==> src/rtl/dat_address_decoder.sv <==
// 6809 address decoder with a 16-entry Dynamic Address Translation page table,
// qualified chip selects and an S100 MRDY wait-state generator.
module dat_address_decoder #(
  parameter int                     PHYS_WIDTH  = 20,
  parameter logic [PHYS_WIDTH-1:0]  S100_BASE   = 20'h80000,
  parameter logic [15:0]            CTRL_ADDR   = 16'hE200,
  parameter logic [15:0]            USB_BASE    = 16'hE010,
  parameter int                     WAIT_CYCLES = 2
) (
  input  logic                  clk,
  input  logic                  reset_n,
  input  logic [15:0]           address,
  input  logic [7:0]            dataIn,
  input  logic                  E,
  input  logic                  readNotWrite,
  output logic [PHYS_WIDTH-1:0] physAddress,
  output logic                  romSelect,
  output logic                  ramSelect,
  output logic                  s100MemSelect,
  output logic                  swtpIoSelect,
  output logic                  s100IoSelect,
  output logic                  fpgaIoSelect,
  output logic                  usbSelect,
  output logic                  datEnabled,
  output logic                  mrdy
);

  localparam int          DAT_W     = PHYS_WIDTH - 12;
  localparam logic [3:0]  WAIT_LOAD = (WAIT_CYCLES > 0) ? 4'(WAIT_CYCLES - 1) : 4'd0;
  localparam logic [15:0] USB_LAST  = USB_BASE + 16'd1;

  typedef enum logic [1:0] {
    ST_IDLE,
    ST_WAIT,
    ST_HOLD
  } state_t;

  function automatic logic [DAT_W-1:0] to_entry(input logic [7:0] d);
    logic [DAT_W-1:0] r;
    r = '0;
    for (int i = 0; i < DAT_W; i++) begin
      if (i < 8) r[i] = d[i];
    end
    return r;
  endfunction

  logic             eDly_q;
  logic             eRise;
  logic             eFall;
  logic [DAT_W-1:0] dat_q [16];
  logic             datEn_q;
  logic             wrPend_q;
  logic [15:0]      wrAddr_q;
  logic [7:0]       wrData_q;
  logic             wrDat;
  logic             wrCtl;

  state_t           state_q, state_d;
  logic [3:0]       cnt_q, cnt_d;
  logic             mrdy_q, mrdy_d;

  logic [3:0]            page;
  logic [7:0]            hiByte;
  logic                  noXlate;
  logic [PHYS_WIDTH-1:0] physAddr;
  logic                  usbHit;
  logic                  memRegion;
  logic                  romSel, ramSel, s100MemSel, swtpSel, s100IoSel, fpgaSel, usbSel;

  assign eRise = E & ~eDly_q;
  assign eFall = ~E & eDly_q;

  // Table and control updates land on eFall so the write cycle itself still
  // decodes through the old mapping.
  assign wrDat = wrPend_q & eFall & (wrAddr_q[15:4] == 12'hFFF);
  assign wrCtl = wrPend_q & eFall & (wrAddr_q == CTRL_ADDR);

  always_ff @(posedge clk or negedge reset_n) begin
    if (!reset_n) begin
      eDly_q   <= 1'b0;
      wrPend_q <= 1'b0;
      datEn_q  <= 1'b0;
      for (int i = 0; i < 16; i++) begin
        dat_q[i] <= DAT_W'(i);
      end
    end else begin
      eDly_q <= E;
      if (eRise) begin
        wrPend_q <= ~readNotWrite;
      end else if (eFall) begin
        wrPend_q <= 1'b0;
      end
      if (wrDat) dat_q[wrAddr_q[3:0]] <= to_entry(wrData_q);
      if (wrCtl) datEn_q <= wrData_q[0];
    end
  end

  // Write address/data are qualified by wrPend_q, so they need no reset.
  always_ff @(posedge clk) begin
    if (eRise && !readNotWrite) wrAddr_q <= address;
    if (E) wrData_q <= dataIn;
  end

  assign page    = address[15:12];
  assign hiByte  = address[15:8];
  assign noXlate = (page[3:1] == 3'b111);

  always_comb begin
    physAddr = {{(PHYS_WIDTH-16){1'b0}}, address};
    if (datEn_q && !noXlate) begin
      physAddr = {dat_q[page], address[11:0]};
    end
  end

  always_comb begin
    romSel     = 1'b0;
    ramSel     = 1'b0;
    s100MemSel = 1'b0;
    swtpSel    = 1'b0;
    s100IoSel  = 1'b0;
    fpgaSel    = 1'b0;
    usbSel     = 1'b0;
    usbHit     = (address == USB_BASE) || (address == USB_LAST);
    memRegion  = (page <= 4'hD) || ((page == 4'hE) && (address[11:8] >= 4'h4));
    if (E) begin
      if (usbHit) begin
        usbSel = 1'b1;
      end else if (page == 4'hF) begin
        romSel = readNotWrite;
      end else if (hiByte == 8'hE0) begin
        swtpSel = 1'b1;
      end else if (hiByte == 8'hE1) begin
        s100IoSel = 1'b1;
      end else if (hiByte == 8'hE2) begin
        fpgaSel = 1'b1;
      end else if (memRegion) begin
        if (physAddr >= S100_BASE) s100MemSel = 1'b1;
        else                       ramSel     = 1'b1;
      end
    end
  end

  always_ff @(posedge clk or negedge reset_n) begin
    if (!reset_n) begin
      state_q <= ST_IDLE;
      cnt_q   <= 4'd0;
      mrdy_q  <= 1'b1;
    end else begin
      state_q <= state_d;
      cnt_q   <= cnt_d;
      mrdy_q  <= mrdy_d;
    end
  end

  // HOLD keeps a stretched E from retriggering until it finally falls.
  always_comb begin
    state_d = state_q;
    cnt_d   = cnt_q;
    mrdy_d  = mrdy_q;
    case (state_q)
      ST_IDLE: begin
        mrdy_d = 1'b1;
        if (eRise && (s100MemSel || s100IoSel) && (WAIT_CYCLES > 0)) begin
          state_d = ST_WAIT;
          cnt_d   = WAIT_LOAD;
          mrdy_d  = 1'b0;
        end
      end
      ST_WAIT: begin
        if (eFall) begin
          state_d = ST_IDLE;
          mrdy_d  = 1'b1;
        end else if (cnt_q == 4'd0) begin
          state_d = ST_HOLD;
          mrdy_d  = 1'b1;
        end else begin
          cnt_d = cnt_q - 4'd1;
        end
      end
      ST_HOLD: begin
        mrdy_d = 1'b1;
        if (eFall) state_d = ST_IDLE;
      end
      default: begin
        state_d = ST_IDLE;
        mrdy_d  = 1'b1;
      end
    endcase
  end

  assign physAddress   = physAddr;
  assign romSelect     = romSel;
  assign ramSelect     = ramSel;
  assign s100MemSelect = s100MemSel;
  assign swtpIoSelect  = swtpSel;
  assign s100IoSelect  = s100IoSel;
  assign fpgaIoSelect  = fpgaSel;
  assign usbSelect     = usbSel;
  assign datEnabled    = datEn_q;
  assign mrdy          = mrdy_q;

endmodule

==> config.mk <==
export PLATFORM = sky130hd
export DESIGN_NAME = dat_address_decoder
export DESIGN_NICKNAME = d
export VERILOG_FILES = /design/src/rtl/dat_address_decoder.sv
export SDC_FILE = /design/constraint.sdc
export NUM_CORES = 1
export LEC_CHECK = 0
export ABC_AREA = 0
export CAP_MARGIN = 20
export CORE_MARGIN = 2
export CORE_UTILIZATION = 47
export CTS_BUF_LIST = sky130_fd_sc_hd__clkbuf_4
export CTS_CLUSTER_DIAMETER = 60
export CTS_CLUSTER_SIZE = 30
export DETAILED_ROUTE_END_ITERATION = 10
export PLACE_DENSITY = 0.76
export SETUP_SLACK_MARGIN = 0.4
export SKIP_CTS_REPAIR_TIMING = 1
export SLEW_MARGIN = 20
export SYNTH_ARGS = -nofsm -noshare
export SYNTH_HDL_FRONTEND = slang
export SYNTH_SLANG_ARGS = --single-unit
==> constraint.sdc <==
create_clock -name clk -period 3.28 [get_ports clk]
set_input_delay 0.656 -clock clk [delete_from_list [all_inputs] [get_ports clk]]
set_output_delay 0.656 -clock clk [all_outputs]
set_load 0.005 [all_outputs]
Yosys cells after proc, flatten, opt, wreduce, memory -nomap -nowiden
Index checks and enable logic that the tools add are counted.
Widths: inputs -> output; s select.
- add/sub/neg operators: 1
- magnitude comparators: 6
- equal/unequal tests: 17
- multiplexer cells: 66
- bitwise gates (word level): 10
- reductions and logical operators: 16
- operators with widths (kind ; count):
    $bwmux 128 ; 1
    $mux 1 ; 49
    $eq 16x16->1 const B ; 3
    $bmux 8 s4 ; 1
    $demux 8 s4 ; 1
    $eq 8x8->1 const B ; 3
    $mux 8 ; 3
    $ge 20x20->1 const B ; 1
    $mux 20 ; 1
    $eq 12x12->1 const B ; 1
    $mux 4 ; 3
    $ge 5x5->1 const B ; 2
    $not 4->5 ; 2
    $eq 4x4->1 const B ; 2
    $mux 2 ; 4
    $ne 2x2->1 const B ; 4
    $pmux 4 s2 ; 1
    $pmux 2 s3 ; 1
    $and 1x1->1 ; 5
    $logic_and 1x1->1 ; 5
    $lt 5x1->1 const B ; 1
    $ge 4x3->1 const B ; 1
    $le 4x4->1 const B ; 1
    $logic_not 4->1 ; 1
    13 further kinds ; 19
- register bits after elaboration: 162
- input bits: 28
- output and inout bits: 29
- logic and storage cells: 140

Longest topological paths before layout
- word-level depth: 18
- mapped depth: 9
- depth with buffers taken out: 7

Worst setup path before layout
Ideal clock, no wire load.
- path type: input -> output
- start point: in address[12]
- end point: out physAddress[17]
- arrival time: 2169 ps
- data required time: 2624 ps
- path slack: 455 ps
- stages: 8
- buffers on the path: 4
- path through: buf_6 -> buf_6 -> buf_6 -> buf_2 -> mux2i_1 -> nor2_1 -> mux4_2 -> and2_1
- word-level cells in the longest chain between the ends: 5
- RTL lines (item ; RTL line ; source):
    start, declared ; 12 ; input logic [15:0] address,
    $not 4->5 (not written as such) ; 111 ; physAddr = {dat_q[page], address[11:0]};
    $bmux 8 s4 ; 111 ;
    $mux 8 (not written as such) (2 in series) ; 111 ;
    $mux 20 ; 110 ; if (datEn_q && !noXlate) begin
    end, declared ; 16 ; output logic [PHYS_WIDTH-1:0] physAddress,
Every way passes these cells. The select of a mux whose other input is x is not followed.

Worst setup path after layout
- start point: in address[12]
- end point: out swtpIoSelect
- word-level cells in the longest chain between the ends: 5
- elaborated cells on any way between the ends: 9
- those cells by class: 4 x eq/ne; 4 x mux; 1 x reduce/logical
- RTL lines (item ; RTL line ; source):
    $eq 8x8->1 ; 130 ; end else if (hiByte == 8'hE0) begin
    $mux 1 ; 130 ;
    $mux 1 ; 128 ; end else if (page == 4'hF) begin
    $mux 1 * ; 126 ; if (usbHit) begin
    $mux 1 * ; 125 ; if (E) begin
    end, declared ; 20 ; output logic swtpIoSelect,
Mark *: on every way between the ends. The rest lies on a longest branch, timed or not.

==> metrics.yaml <==
outcome: "finished, final reports clean"
final_cell_mix: "mux2_2, dfrtp_1, buf_4, clkdlybuf4s50_1, dfstp_2"
place_inst: 742
drcViolationCount: 0
track_usage: 0.214
drive_above_1_share: 0.512
syn_nets: 527
port_buffers: 56
final_common_cell: "mux2_2"
endpoint_kind: "output pin"
seqPwrFrac: 0.566
fin_nets: 620
critPathTopFamily: "simple AND/OR/NAND/NOR gates"
cts_tree: "yes"
min_path_type: "input pin to flip-flop"
synth-edff-count: 24
crit_fanout: 8
yosysWarnings: 0
cts_root_buf: "clkbuf_4"
antenna_cells: 0
synthCells: 495
grt_pass1_wl_um: 26300
fin_skew_ns: 0.0283
hpwl_um: 11100
clk_pin_slew_ns: 0.13
p_clk_frac: 0.348
core-area_um2: 15200
slew_headroom: 0.631
fin_setup_tns_ns: 0
drt_wl_total_um: 17300
synth.ff_latch_count: 154
grt.overflow.total: 0
yosysUniqueCellTypes: 54
routed_via_density: 5.92
synth_flop_cell: "dfrtp_1"
drt_pre_antenna_iters: 4
power.total_mw: 3.57
clock_latency_ns: 0.58
syn2layout_area_growth_pct: 21.7
cap_violations: 0
period_needed_ns: 2.99
fin_crit_sh: 0.911
io_pins: 57
cts_sinks: 154
hold_violations: 0
worstPathRequired_ns: 2.62
layout.cells.non_filler: 789
place_area_um2: 8240
fin_util: 0.584
die_y_um: 129
dr_total_vias: 4668
tightest_slew_ns: 0.553
arrival_ns: 2.33
crit_path_start_kind: "input pin"
setup_violations: 0
antenna_left: 0
post-route-cell-area_um2: 8870
async_reset_ff_frac: 0.844
wl_per_cell_um: 22.0
grt_pass1_vias: 4858
dieArea_um2: 16500
cpPeakStageDelay_ns: 0.56
cpMaxStageDelayCell: "or4_4"
preCtsSetupSlack_ns: -0.377
synth.yosys.seq_area_share: 0.550
start_util: 0.480
drt_iter0_markers: 259
powerDensity_nw_per_um2: 403
rows: 45
intPower_mw: 2.69
crit_type: "input pin to output pin"
gp_congestion: 0.852
cts_buffers: 17
crit_path_frequent_cell: "buf_4"
rsz0062_at_grt: "true"
avgSynthCellArea_um2: 14.7
grt_max_degree: 68
path_buf_inv: 6
p_leak_nw: 4.16
switchingPower_mw: 0.878
crit_chain: "buf_16, buf_4, buf_8, or4_4, nor2_4, buf_4, and3_4, buf_4, nor4b_4, dlymetal6s2s_1"
hold_slack_ns: 0.464
clock_path_buffers: 2
drv_slew: 0
synth.cell_area_um2: 7290
die_w_um: 129
setup_ws_ns: 0.292
fmaxAchievable_ghz: 0.335
antenna_found_initial: 0
combPwrFrac: 0.086
swShare: 0.246
htreeDepth: 4
irDropWorstVdd_mv: 0.313
==> state kept, by name (all words and copies together) (netlist names) <==
register and flops:
cnt_q 4, datEnabled 1, dat_q 120, eDly_q 1, mrdy 1, state_q 2, wrAddr_q 16, wrData_q 8
wrPend_q 1
==> area by class of cell <==
cell class              instances  area (µm²)
multi-input cells             295        3110
repair buffers                114        1180
well taps                     188         235
clock buffers                  21         158
flip-flops and latches        154        4010
clock inverters                11         146
fillers                      1190        6330
inverters                       6        22.5
==> power groups by stage <==
stage / registers [mW] / logic, mW / clock network, mW
6_report: 2.02 / 0.309 / 1.24
3_5_place_dp: 2.05 / 0.276 / 0
3_3_place_gp: 2.05 / 0.264 / 0
2_1_floorplan: 2.02 / 0.143 / 0
4_1_cts: 2.02 / 0.278 / 1.26
5_1_grt: 2.03 / 0.336 / 1.33
==> cells in the mapped netlist (all sizes together), types with 3 or more instances <==
master | count | area share
nand3 | 8 | 0.0082
clkbuf | 15 | 0.0077
mux2 | 130 | 0.20
mux2i | 6 | 0.0082
a211o | 3 | 0.0036
mux4 | 28 | 0.087
nor2b | 7 | 0.0060
nor3b | 4 | 0.0072
o22ai | 3 | 0.0026
and2 | 4 | 0.0034
dfstp | 29 | 0.10
ha | 4 | 0.0069
nor4 | 5 | 0.0064
nand2 | 16 | 0.0093
a21oi | 6 | 0.0041
o21ai | 8 | 0.0055
edfxtp | 24 | 0.099
nand4 | 5 | 0.0043
buf | 25 | 0.024
nor2 | 15 | 0.0081
nor3 | 3 | 0.0027
inv | 6 | 0.0031
dfrtp | 101 | 0.35
and3 | 5 | 0.0043
nand2b | 8 | 0.0069
==> layer usage <==
layer / GRT usage / vias up / wire, µm
li1: - / 2027 / -
met1: 0.284 / 2470 / 7550
met2: 0.344 / 141 / 8650
met3: 0.0561 / 30 / 772
met4: 0.0780 / 0 / 352
met5: 0 / - / 0
==> logic make-up (layout without fill, tap and decap cells) <==
kind of cell / count (synthesis) / after routing / share of synthesized area
xor gates and xnor gates: 1 / 1 / 0.00120
muxes: 164 / 164 / 0.296
adders and majority gates: 4 / 4 / 0.00687
buffers and inverters: 46 / 152 / 0.0348
AOI/OAI and AO/OA: 36 / 36 / 0.0335
DFF: 154 / 154 / 0.550
and+or+nand+nor: 90 / 90 / 0.0779
==> worst paths after layout <==
check,from,to,slack [ns],cells past startpoint
max,address[12],swtpIoSelect,0.29,10
min,address[11],wrAddr_q[11],0.46,2
max reg2reg,eDly_q,dat_q[113],0.87,6
min reg2reg,dat_q[42],dat_q[42],0.52,1
max in group asynchronous,reset_n,dat_q[19],1.88,3
min in group asynchronous,reset_n,eDly_q,0.51,2
No activity file was read; power rests on OpenSTA's default activity.
==> edit 1: new RTL, same flow settings <==
The parameter `PHYS_WIDTH` goes from 20 to 40.
--- a/src/rtl/dat_address_decoder.sv
+++ b/src/rtl/dat_address_decoder.sv
@@ -3,3 +3,3 @@
 module dat_address_decoder #(
-  parameter int                     PHYS_WIDTH  = 20,
+  parameter int                     PHYS_WIDTH  = 40,
   parameter logic [PHYS_WIDTH-1:0]  S100_BASE   = 20'h80000,
Interface: changed (resized physAddress); port bits go from 57 to 77. The function was not compared with the original's and may differ.
==> edit 1 against the unedited design <==
  * Clock power increased by 9.7%
  * Sequential share of layout area is essentially flat
  * Design area grew 2.4%
  * Worst setup slack worse by 0.056 ns
  * Largest cell class unchanged
  * Power grew 2.9%
  * Routed wire length grew 0.34%
  * Synthesized cell count grew 3.0%
  * Synthesized area grew 3.0%
  * Clock skew fell by 0.013 ns
  * Non-clock buffer count is 6 higher
  * Sequential cell count increased by 4
  * Worst hold slack lost 0.32 ns
==> edit 1: results (changes against the unedited design) <==
stage;metric;value;unit;change
grt;grtUsageMet1;27.7;%;-0.65 points
grt;grtUsageMet3;6.03;%;+0.41 points
timing;min_period;3.04;ns;+0.0563 ns
placed_design;dpl.cell_count;785;;+5.8%
synth;async_flop_share;84.8;%;+0.39 points
clock_network;clk_latency;0.55;ns;-0.03 ns
grt;grt_pass1_vias;4764;;-1.9%
power;total_power;3670;uW;+2.9%
critical_path;ff2ff_setup_slack;1.00;ns;+0.13 ns
synth;yosysSeqAreaShare;54.7;%;-0.29 points
timing;holdWs;0.143;ns;-0.322 ns
cells_and_area;fill_cells;1256;;+5.5%
power;swShare;22.7;%;-1.9 points
drt;wl_met2;8.54;mm;-1.3%
grt;grt_use_total;21.0;%;-0.43 points
power;powerComb;257;uW;-17%
critical_path;cp_top_family;compound AO/OA/AOI/OAI gates;;
critical_path;slowest_delay;0.48;ns;-0.08 ns
timing;tightest_slew;0.722;ns;+0.169 ns
critical_path;crit_arrival;2.39;ns;+0.06 ns
timing;finalClockSkew;0.0153;ns;-0.0130 ns
drt;wl;17.4;mm;+0.34%
worst_hold_path;hold_class;input pin to asynchronous set/reset pin;;
synth;syn_area_per_cell;14.7;um^2;about the same
drt;met3RoutedLength;1.06;mm;+37%
grt;grt_pass1_wl;26.1;mm;-0.97%
cells_and_area;fin_nets;640;;+3.2%
power;ir_drop;174;uV;-44%
drt;drtIter0Drc;318;;+23%
placed_design;place_congestion;0.835;;-1.9%
placed_design;place_area;0.00842;mm^2;+2.1%
critical_path;path_max_fanout;2;;-6
grt;grt_max_degree;79;;+16%
drt;drt-vias-per-instance;5.55;;-6.2%
critical_path;slowest_stage;a2111oi_2;;
run_status;status;finished clean;;
edit 1: cell count changes in the layout (fill, tap and decap cells not counted), sizes merged, moves of 4 or more:
cell,delta
nand2b,-6
a21oi,-4
mux4,+4
nand2,+7
conb,+20
o21ai,-4
or3,+4
dfrtp,+4
buf,+10
nor2,+5
mux2i,-4
edit 1: worst paths after layout:
| check | startpoint | to | depth (start not counted) |
|---|---|---|---|
| min in group clk | address[10] | wrAddr_q[10]$_DFFE_PP_ | 2 |
| setup reg to reg | eDly_q$_DFF_PN0_ | dat_q[174]$_DFFE_PN0P_ | 8 |
| hold reg to reg | dat_q[258]$_DFFE_PN0P_ | dat_q[258]$_DFFE_PN0P_ | 1 |
| max in group asynchronous | reset_n | dat_q[280]$_DFFE_PN1P_ | 2 |
| setup / recovery | dat_q[203]$_DFFE_PN0P_ | physAddress[19] | 5 |
| hold / removal | reset_n | state_q[1]$_DFFE_PN0P_ | 1 |
edit 1: kinds of logic (layout without fill, tap and decap cells):
| family | after synthesis | count (layout) | synth area share (%) |
|---|---|---|---|
| AOI/OAI and AO/OA | 23 | 23 | 2.43 |
| adders and majority gates | 4 | 4 | 0.666 |
| buffers and inverters | 66 | 158 | 5.48 |
| DFF | 158 | 158 | 54.7 |
| muxes | 165 | 165 | 29.7 |
| other | 1 | 20 | 0.0499 |
| and+or+nand+nor | 93 | 93 | 6.95 |
edit 1: area by class of cell:
| class | instances | area (um^2) | area share (%) |
|---|---|---|---|
| timing repair buffer | 120 | 1180 | 12.9 |
| clock inverter | 12 | 191 | 2.11 |
| clock buffer | 20 | 150 | 1.65 |
| tap | 216 | 270 | 2.97 |
| multi-input combinational | 305 | 3170 | 34.9 |
| inverter | 6 | 22.5 | 0.248 |
| sequential | 158 | 4110 | 45.2 |
==> edit 2: new RTL, config.mk and constraints unchanged <==
Made on the original files. Put one more register stage on the output `datEnabled`, with the module's reset. The value now appears one clock later. The other outputs are not delayed to match.
--- a/src/rtl/dat_address_decoder.sv
+++ b/src/rtl/dat_address_decoder.sv
@@ -198,3 +198,9 @@
   assign usbSelect     = usbSel;
-  assign datEnabled    = datEn_q;
+  always_ff @(posedge clk or negedge reset_n) begin
+    if (!reset_n) begin
+      datEnabled <= '0;
+    end else begin
+      datEnabled <= datEn_q;
+    end
+  end
   assign mrdy          = mrdy_q;
Check against the original RTL: not equivalent (Yosys sat finds a counterexample within 4 cycles, from zero or initial values and one cycle with reset_n low).
==> edit 2 against the unedited design <==
  * Synthesized area grew 0.34%
  * Power down 0.56%
  * Routed wire length decreased by 4.6%
  * Largest cell class unchanged
  * Design area down 1.2%
  * Worst setup slack worse by 0.18 ns
  * Highest routed layer unchanged
  * Sequential cell count grew 1
  * Combinational power down 10%
  * Non-clock buffer count decreased by 7
==> edit 2: results (changes against the unedited design) <==
stage;metric;value;unit;change
synth;yosysSeqAreaShare;55.2;%;+0.15 points
drt;drtIter0Drc;276;;+6.6%
clock_network;cts.clk_slew.worst_paths;0.14;ns;
grt;grt_pass1_wl;26.3;mm;-0.34%
worst_hold_path;hold_class;input pin to asynchronous set/reset pin;;
timing;finalClockSkew;0.0231;ns;-0.00521 ns
cells_and_area;reg_top3;dat_q x120, wrAddr_q x16, wrData_q x8;;
drt;dr.pass1.iters;5;;+1
run_status;status;finished clean;;
critical_path;path_max_fanout;3;;-5
power;leakagePower;0.00406;uW;-2.3%
synth;async_flop_share;84.5;%;+0.10 points
synth;synthXorXnorAreaFrac;0.120;%;-0.00041 points
timing;tightest_slew;0.684;ns;+0.131 ns
synth;syn_nets;528;;+0.19%
clock_network;clk_latency;0.56;ns;-0.02 ns
synth;synth_mux_area_share;29.5;%;-0.10 points
cells_and_area;drive_above_1_share;51.3;%;about the same
placed_design;place_congestion;0.826;;-2.9%
synth;synth_edf_count;24;;unchanged
critical_path;crit_arrival;2.51;ns;+0.18 ns
placed_design;dpl.hpwl;11.0;mm;-0.65%
grt;grt_use_total;21.2;%;-0.21 points
cells_and_area;fin_nets;614;;-0.97%
synth;synthAdderAreaFrac;0.684;%;-0.0023 points
power;ir_drop;385;uV;+23%
cells_and_area;fill_cells;1166;;-2.0%
placed_design;place_ws;-0.343;ns;+0.0342 ns
synth;synth_common_cells;130 x mux2_2, 102 x dfrtp_1, 29 x dfstp_2, 28 x mux4_2, 24 x edfxtp_1;;
drt;wl;16.5;mm;-4.6%
grt;grt_max_degree;54;;-21%
synth;synth_area_leaders;dfrtp_1 35%, mux2_2 20%, dfstp_2 10%, edfxtp_1 9.9%, mux4_2 8.6%;;
drt;num_vias;4510;;-3.4%
synth;synth-compound-area-share;3.34;%;-0.011 points
grt;grt_pass1_vias;4759;;-2.0%
-- edit 2: cell count changes in the layout (fill, tap and decap cells not counted), sizes merged --
cell / change
buf: -5
clkinvlp: +1
dlygate4sd3: -1
dfrtp: +1
clkdlybuf4s50: +3
clkbuf: -4
clkinv: +2
dlymetal6s2s: -3
-- edit 2: critical path: stages --
cell	delay, ns
clkdlybuf4s50_1	0.43
or4_4	0.51
nor2_4	0.15
and3_4	0.19
buf_4	0.10
nor4b_2	0.03
clkdlybuf4s50_1	0.44
-- edit 2: cell type report --
| type | count | area, um^2 | area share [%] |
|---|---|---|---|
| Clock inverter | 14 | 170 | 1.94 |
| Multi-Input combinational cell | 295 | 3110 | 35.5 |
| Sequential cell | 155 | 4040 | 46.1 |
| Timing Repair Buffer | 107 | 1050 | 12.0 |
| Tap cell | 188 | 235 | 2.68 |
| Inverter | 6 | 22.5 | 0.257 |
| Clock buffer | 18 | 135 | 1.54 |
-- edit 2: cells by family (layout without fill, tap and decap cells) --
| logic type | count (synthesis) | in the layout |
|---|---|---|
| buffers and inverters | 46 | 145 |
| AOI/OAI and AO/OA | 36 | 36 |
| adders and majority gates | 4 | 4 |
| xor gates and xnor gates | 1 | 1 |
| and+or+nand+nor | 90 | 90 |
| DFF | 155 | 155 |
| muxes | 164 | 164 |
-- edit 2: final timing paths --
check / startpoint / to / slack [ns] / cells past startpoint
hold reg to reg: dat_q[89]$_DFFE_PN0P_ / dat_q[89]$_DFFE_PN0P_ / 0.52 / 1
setup reg to reg: eDly_q$_DFF_PN0_ / dat_q[23]$_DFFE_PN0P_ / 0.91 / 7
max in group asynchronous: reset_n / dat_q[66]$_DFFE_PN1P_ / 2.24 / 2
min in group clk: address[13] / wrAddr_q[13]$_DFFE_PP_ / 0.46 / 2
hold / removal: reset_n / dat_q[31]$_DFFE_PN0P_ / 0.12 / 1
setup / recovery: address[10] / swtpIoSelect / 0.12 / 7
-- edit 2: metal layers --
layer / global-route usage, % / vias to the layer above / share of wire, %
li1: - / 2013 / -
met1: 27.6 / 2384 / 42
met2: 35.3 / 96 / 51
met3: 5.16 / 17 / 4.9
met4: 6.78 / 0 / 1.5
met5: 0 / - / 0
-- edit 2: power by group --
part / total (uW) / internal (uW) / switching, uW
Sequential: 2030 / 1980 / 51.8
Combinational: 278 / 145 / 133
Clock: 1240 / 539 / 702
Total: 3550 / 2660 / 887
-- edit 2: through the flow --
step           utilization, %  area [um^2]  std cells  total power (uW)  setup TNS, ns
5_1_grt                  57.6         8760        783              3700              0
4_1_cts                  56.2         8540        774              3560          -3.39
3_3_place_gp             54.2         8240        742              2320          -2.80
3_5_place_dp             54.2         8240        742              2330          -3.20
6_report                 57.6         8760        783              3550              0
2_1_floorplan               -         7310        496              2180              0
